$ cat src/rtl/data_mem_arbiter_pkg.sv
// data_mem_arbiter_pkg: FSM state encodings and access-size masks shared by the data memory arbiter.
package data_mem_arbiter_pkg;
  localparam logic [1:0] IDLE   = 2'd0;
  localparam logic [1:0] ACCESS = 2'd1;
  localparam logic [1:0] RESP   = 2'd2;
  localparam logic [3:0] MASK_BYTE = 4'b0001;
  localparam logic [3:0] MASK_HALF = 4'b0011;
  localparam logic [3:0] MASK_WORD = 4'b1111;
endpackage

$ cat src/rtl/data_mem_arbiter_rr_arb2.sv
// rr_arb2: two-way round-robin pick; the last-served pointer register lives in the parent.
module rr_arb2 (
  input  logic [1:0] i_req,
  input  logic       i_last,
  output logic [1:0] o_gnt,
  output logic       o_next_last
);
  logic w_g1;
  // m1 wins when it is alone, or when both ask and m0 was served last
  assign w_g1        = i_req[1] && (!i_req[0] || !i_last);
  assign o_gnt       = {w_g1, i_req[0] && !w_g1};
  assign o_next_last = w_g1 || (!i_req[0] && i_last);
endmodule

$ cat src/rtl/data_mem_arbiter.sv
// data_mem_arbiter: round-robin arbiter and fixed 3-cycle sequencer between the CPU (m0) and
// loader (m1) ports and the single-port data memory.
module data_mem_arbiter
  import data_mem_arbiter_pkg::*;
#(
  parameter int ADDR_W = 32,
  parameter int DATA_W = 32,
  parameter int MASK_W = 4
) (
  input  logic              clk,
  input  logic              rst_n,
  input  logic              m0_req,
  input  logic              m0_we,
  input  logic [ADDR_W-1:0] m0_addr,
  input  logic [DATA_W-1:0] m0_wdata,
  input  logic [MASK_W-1:0] m0_mask,
  output logic              m0_gnt,
  output logic              m0_rvalid,
  input  logic              m1_req,
  input  logic              m1_we,
  input  logic [ADDR_W-1:0] m1_addr,
  input  logic [DATA_W-1:0] m1_wdata,
  input  logic [MASK_W-1:0] m1_mask,
  output logic              m1_gnt,
  output logic              m1_rvalid,
  output logic [DATA_W-1:0] rdata,
  output logic              busy,
  output logic              mem_ce,
  output logic              mem_we,
  output logic              mem_rd,
  output logic [ADDR_W-1:0] mem_addr,
  output logic [DATA_W-1:0] mem_wdata,
  output logic [MASK_W-1:0] mem_wmask,
  output logic [MASK_W-1:0] mem_rmask,
  input  logic [DATA_W-1:0] mem_rdata
);
  logic [1:0]        r_state, w_next_state, w_pick;
  logic              r_last, r_owner, r_we, w_next_last, w_take, w_acc, w_resp;
  logic [ADDR_W-1:0] r_addr;
  logic [DATA_W-1:0] r_wdata, r_rdata;
  logic [MASK_W-1:0] r_mask;

  rr_arb2 u_arb (
    .i_req      ({m1_req, m0_req}),
    .i_last     (r_last),
    .o_gnt      (w_pick),
    .o_next_last(w_next_last)
  );

  assign w_take = (r_state == IDLE) && |w_pick;
  assign w_acc  = r_state == ACCESS;
  assign w_resp = r_state == RESP;

  always_ff @(posedge clk or negedge rst_n)
    if (!rst_n) r_state <= IDLE;
    else        r_state <= w_next_state;

  always_comb w_next_state = w_take ? ACCESS : w_acc ? RESP : IDLE;

  // gnt is gated by rst_n so a held request cannot show a grant during reset
  always_comb begin
    m0_gnt    = rst_n && (r_state == IDLE) && w_pick[0];
    m1_gnt    = rst_n && (r_state == IDLE) && w_pick[1];
    m0_rvalid = w_resp && !r_owner;
    m1_rvalid = w_resp && r_owner;
    busy      = w_acc || w_resp;
    mem_ce    = w_acc;
    mem_we    = w_acc && r_we;
    mem_rd    = w_acc && !r_we;
    mem_addr  = w_acc ? r_addr : '0;
    mem_wdata = w_acc ? r_wdata : '0;
    mem_wmask = (w_acc && r_we) ? r_mask : '0;
    mem_rmask = (w_acc && !r_we) ? r_mask : '0;
    rdata     = r_rdata;
  end

  always_ff @(posedge clk or negedge rst_n)
    if (!rst_n) begin
      r_last  <= 1'b1;
      r_owner <= 1'b0;
      r_we    <= 1'b0;
      r_addr  <= '0;
      r_wdata <= '0;
      r_mask  <= '0;
      r_rdata <= '0;
    end else begin
      if (w_take) begin
        r_last  <= w_next_last;
        r_owner <= w_pick[1];
        r_we    <= w_pick[1] ? m1_we : m0_we;
        r_addr  <= w_pick[1] ? m1_addr : m0_addr;
        r_wdata <= w_pick[1] ? m1_wdata : m0_wdata;
        r_mask  <= w_pick[1] ? m1_mask : m0_mask;
      end
      if (w_acc && !r_we) r_rdata <= mem_rdata;
    end
endmodule

$ cat config.mk
export PLATFORM = sky130hd
export DESIGN_NAME = data_mem_arbiter
export DESIGN_NICKNAME = d
export VERILOG_FILES = /design/src/rtl/data_mem_arbiter_pkg.sv /design/src/rtl/data_mem_arbiter_rr_arb2.sv /design/src/rtl/data_mem_arbiter.sv
export SDC_FILE = /design/constraint.sdc
export NUM_CORES = 1
export LEC_CHECK = 0
export ABC_AREA = 1
export BUFFER_PORTS_ARGS = -buffer_cell sky130_fd_sc_hd__buf_2
export CORE_MARGIN = 2
export CORE_UTILIZATION = 42
export CTS_CLUSTER_SIZE = 25
export DETAILED_ROUTE_END_ITERATION = 8
export GPL_TIMING_DRIVEN = 1
export PLACE_DENSITY = 0.77
export SETUP_SLACK_MARGIN = 0.02
export SLEW_MARGIN = 10
export SYNTH_ARGS = -nofsm -noshare
export SYNTH_HDL_FRONTEND = slang
export SYNTH_SLANG_ARGS = --single-unit
$ cat constraint.sdc
create_clock -name clk -period 1.45 [get_ports clk]
set_input_delay 0.2175 -clock clk [delete_from_list [all_inputs] [get_ports clk]]
set_output_delay 0.2175 -clock clk [all_outputs]
set_load 0.01 [all_outputs]
==> Yosys cells after proc, flatten, opt, wreduce, memory -nomap -nowiden <==
Cells that the tools add are included.
{ "word_totals": {"register_bits": 105, "in_bits": 174, "output_inout_bits": 112, "word_cells": 41} }
{ "op_classes": {"eq_ne": 2, "muxes": 10, "reduce_logical": 21} }
{ "op_table": {"columns": ["op", "count"], "rows": [
  ["$mux W32", 4],
  ["$mux W4", 3],
  ["$logic_and A1 B1 Y1", 11],
  ["$logic_not A1 Y1", 5],
  ["$mux W2", 2],
  ["$logic_or A1 B1 Y1", 3],
  ["$eq A2 B1 Y1 const B", 1],
  ["$eq A2 B2 Y1 const B", 1],
  ["$logic_not A2 Y1", 1],
  ["$reduce_or A2 Y1", 1],
  ["$mux W1", 1]
]} }

==> Depth between registers and ports, before layout <==
{ "depth": {"word_depth": 8, "ltp_mapped": 9, "ltp_nobuf": 7} }

==> Hierarchy <==
A second synthesis with hierarchy kept.
{ "hier_totals": {"hier_cells": 839, "area_unflattened_um2": 5580.4} }
{ "modules_own_cells": {"columns": ["module", "n_inst", "cells_per_inst", "area_each_um2", "seq_area_each_um2"], "rows": [
  ["data_mem_arbiter", 1, 831, 5534.1, 2628.8],
  ["rr_arb2", 1, 8, 46.3, 0.0]
]} }

==> Worst setup path after synthesis <==
No wires, ideal clock.
{ "synth_timing": {"path_kind": "register to output", "startpoint": "register r_state[1]", "endpoint": "output mem_rmask[0]", "arrival_ps": 1425, "t_required_ps": 1233, "setup_slack_ps": -192, "stages_incl_launch_ff": 8, "path_buffers": 2, "cell_sequence": "dfrtp_1 inv_1 ha_1 inv_1 or2_1 buf_2 buf_2 nor2_1"} }
{ "synth_via": {"elab_chain_len": 3} }
{ "synth_rtl": {"columns": ["element", "line_no", "text"], "rows": [
  ["from (decl)", "data_mem_arbiter.sv:37", "logic [1:0] r_state, w_next_state, w_pick;"],
  ["from (signal assigned)", "data_mem_arbiter.sv:56", "else r_state <= w_next_state;"],
  ["$eq A2 B1 Y1", "data_mem_arbiter.sv:51", "assign w_acc = r_state == ACCESS;"],
  ["named net mem_ce", "data_mem_arbiter.sv:28", "output logic mem_ce,"],
  ["$logic_and A1 B1 Y1", "data_mem_arbiter.sv:73", "mem_rmask = (w_acc && !r_we) ? r_mask : '0;"],
  ["$mux W4", "data_mem_arbiter.sv:73", null],
  ["to (decl)", "data_mem_arbiter.sv:34", "output logic [MASK_W-1:0] mem_rmask,"]
]} }
The timed path passes the listed nets, and every way through them passes these cells.

==> Final worst setup path <==
{ "layout_timing": {"startpoint": "register r_state[1]", "endpoint": "output mem_rmask[1]"} }
{ "layout_via": {"elab_chain_len": 3} }
{ "layout_rtl": {"columns": ["element", "line_no"], "rows": [
  ["$eq A2 B1 Y1", "data_mem_arbiter.sv:51"],
  ["$logic_and A1 B1 Y1", "data_mem_arbiter.sv:73"],
  ["$mux W4", "data_mem_arbiter.sv:73"]
]} }
No other way between the ends.

==> impl_summary.log <==
INFO  metric actual_transition_at_the_worst_max_transition_pin = between 0.5 and 0.6 ns
INFO  metric clock_tree_from_tritoncts = yes
INFO  metric most-common-layout-cells = nand2_1, buf_2, inv_1
INFO  metric synthesis.nets = around 1100
INFO  metric regToRegStartpoint = r_state[1]
INFO  metric max-slew-margin-rel = approximately three fifths
INFO  metric worst_setup_hold_path_clk_slew = about 0.070 ns
INFO  metric synthesis.area = between 5000 and 6000 um^2
INFO  metric synth.ff_latch_count = ~110
INFO  metric total_leakage_power = a little over 6 nW
INFO  metric final_worst_setup_slack = -0.3892 ns
INFO  metric clk-insertion-delay-late = ~0.35 ns
INFO  metric boundaryPins = 286
INFO  metric timing.critical_path.to_type = output pin
INFO  metric synthToLayoutAreaGrowth = 57.13%
INFO  metric fp.dieH = between 100 and 150 um
INFO  metric fp.coreArea = 13830 um^2
INFO  metric hold_ws = 0.05951 ns
INFO  metric antenna_found_initial = 1
INFO  metric postLayoutCoreUtil = about two thirds
INFO  metric vias_per_cell = around 4.8
INFO  metric critical_path.top_delay_family = flip-flops
INFO  metric cts_htree_levels = 3
INFO  metric ys_warn_count = 0
INFO  metric wire_length_of_the_first_global_routing_pass = ~29000 um
INFO  metric reg2reg_slack = -0.30 ns
INFO  metric cts_root_buf = clkbuf_16
INFO  metric cellPowerDensity = just over 2000 nW/um^2
INFO  metric final_nets = around 1400
INFO  metric grt_setup_unrepaired = true
INFO  metric grt-ovfl-total = 0
INFO  metric tritoncts.num_buffers = 9
INFO  metric cp_common_cell = inv_2
INFO  metric die_width = approximately 120 um
INFO  metric mostFrequentLayoutCell = nand2_1
INFO  metric fmax = 543.7 MHz
INFO  metric dp.final_hpwl = ~12000 um
INFO  metric sequential_to_total_area_share_from_yosys_stat = around 44%
INFO  metric final-hold-violation-count = 0
INFO  metric final_critical_path_time_including_i_o_delays_and_setup = about 1.8 ns
INFO  metric finClkSkew = just under 0.007 ns
INFO  metric worst_path_buffer_plus_inverter_count = 4
INFO  metric worst_hold_path_type = input port to register
INFO  metric count_of_endpoints_failing_setup_in_the_final_report = roughly 180
INFO  metric reg2reg_depth = 12
INFO  metric grt_pass1_vias = 6019
INFO  metric totalWireLength = 20140 um
INFO  metric critPathMaxStageDelay = approximately 0.40 ns
INFO  metric vias = 6726
INFO  metric finalMaxSlewViolations = 0
INFO  metric clk_path_buf_depth = 2
INFO  metric drv_cap = 0
INFO  metric hold_path_startpoint = mem_rdata[9]
INFO  metric timing.rr.end = r_wdata[16]
INFO  metric num_rows = 43
INFO  metric detail_route.wl_per_cell = ~14 um
INFO  metric floorplan.die_area = between 15000 and 20000 um^2
INFO  metric path_max_fanout = 6
INFO  metric detailedRoute.firstPassIterationCount = 5
INFO  metric cp_slowest_cell = dfrtp_1
INFO  metric min_period_over_period = 126.8%
INFO  metric ys_types = 17
INFO  metric critPathRequiredTime = 1.23 ns
INFO  metric place_worst_setup_slack = -0.1117 ns
INFO  metric place.gp.congestion = ~0.84
INFO  metric synthesis.instances = roughly 900
INFO  metric syn_area_per_cell = roughly 6.5 um^2
INFO  metric cp-start-kind = register
INFO  metric violations = negative setup slack
INFO  metric vdd_drop_max = approximately 1.2 mV
INFO  metric place.port_buffers = about 290
INFO  metric grt_max_degree = ~110
INFO  metric cp_cell_sequence = inv_2 -> ha_4 -> inv_2 -> or2_4 -> buf_12 -> nor2_4 -> buf_6
INFO  metric worst-setup-path-type = register to output pin
INFO  metric drcViolationCount = 0
INFO  metric status = finished with violations
INFO  metric groute.usage.overall = 25.24%
INFO  metric initial_utilization = 42.77%
INFO  metric critical_path_arrival = between 1.5 and 2 ns
INFO  metric timing.hold.worst_path_depth = 3
INFO  metric endpoint_of_the_worst_hold_path = rdata[9]
INFO  metric detail_route.iter0.violations = roughly 380
INFO  metric timing.setup.tns = -45.21 ns
INFO  metric clock_sinks = about 110
INFO  metric drive_gt1_share = roughly two fifths
INFO  metric drt.antenna.violating_nets = 0
-- power by group --
part	switching [mW]	internal [mW]	total, mW
logic	5.92	5.47	11.4
clock network	1.16	1.35	2.51
registers	0.903	4.43	5.34
total	7.98	11.3	19.2
-- flip-flops by register name (all words and copies together) (netlist names) --
signal	count
r_mask	4
r_state	2
r_we	1
r_owner	1
r_last	1
rdata	32
r_addr	32
r_wdata	32
-- repair_timing --
action	4_1_cts	5_1_grt
endpoints found under the setup margin	183	184
setup buffers	14	7
hold buffers	1	0
hold endpoints to repair	53	0
pin swaps	35	8
gates cloned	13	6
resized for setup	105	55
-- routing by layer --
metal  GRT usage, %  share of wire [%]  vias up
met3          5.623                8.5       37
met2          43.96                 48      314
met4          9.267                2.6        0
met5              0                  0        -
met1          30.52                 41     3124
li1               -                  -     3251
-- per-stage QoR --
| step | std cells | area (um^2) | total power [mW] |
|---|---|---|---|
| 2_1_floorplan | 904 | 5977 | 9.847 |
| 3_3_place_gp | 1348 | 7709 | 12.76 |
| 3_5_place_dp | 1348 | 7709 | 12.96 |
| 4_1_cts | 1392 | 8910 | 18.12 |
| 5_1_grt | 1402 | 9289 | 20.52 |
| 6_report | 1403 | 9291 | 19.24 |
-- worst min-delay path, stage by stage --
cell	delay [ns]
buf_2	0.07
nand2_1	0.04
nand2_1	0.04
-- Yosys cell counts --
cell type | count | area share (%)
inv_1 | 214 | 14
nand2_2 | 1 | 0.11
nor2_1 | 10 | 0.63
nand2_1 | 378 | 24
nor3_1 | 1 | 0.085
buf_2 | 29 | 2.5
buf_4 | 2 | 0.25
or2_1 | 1 | 0.11
buf_1 | 4 | 0.25
inv_2 | 1 | 0.063
nand3_1 | 138 | 12
dfrtp_1 | 104 | 44
dfstp_2 | 1 | 0.44
clkinv_4 | 1 | 0.15
ha_1 | 4 | 0.85
clkbuf_1 | 12 | 0.76
buf_6 | 3 | 0.57
-- cells by family after synthesis --
| group | count (synthesis) | synth area share (%) |
|---|---|---|
| adder cells (fa/ha/maj) | 4 | 0.8464 |
| buffers and inverters | 266 | 18.09 |
| flip-flops | 105 | 44.46 |
| AND/OR/NAND/NOR | 529 | 36.61 |
-- how the worst max path moves through the flow --
stage,to,depth (start not counted),slack (ns),start
2_1_floorplan,mem_rmask[0],7,0.02,r_state[1]
6_report,mem_rmask[1],7,-0.39,r_state[1]
3_3_place_gp,mem_wdata[2],7,-0.05,r_state[1]
5_1_grt,mem_rmask[1],7,-0.44,r_state[1]
4_1_cts,mem_wdata[2],7,-0.39,r_state[1]
3_5_place_dp,r_wdata[29],7,-0.11,r_state[0]
-- layout make-up --
class                      instances  area (um^2)
antenna                            1        2.502
clock inverter                     7        80.08
timing repair buffer             352         2628
sequential                       105         2629
clock buffer                       9        225.2
fill                            1145         4536
inverter                         216        832.0
multi-input combinational        533         2670
tap                              180        225.2
Note: power is estimated with default switching activity, not from simulation.
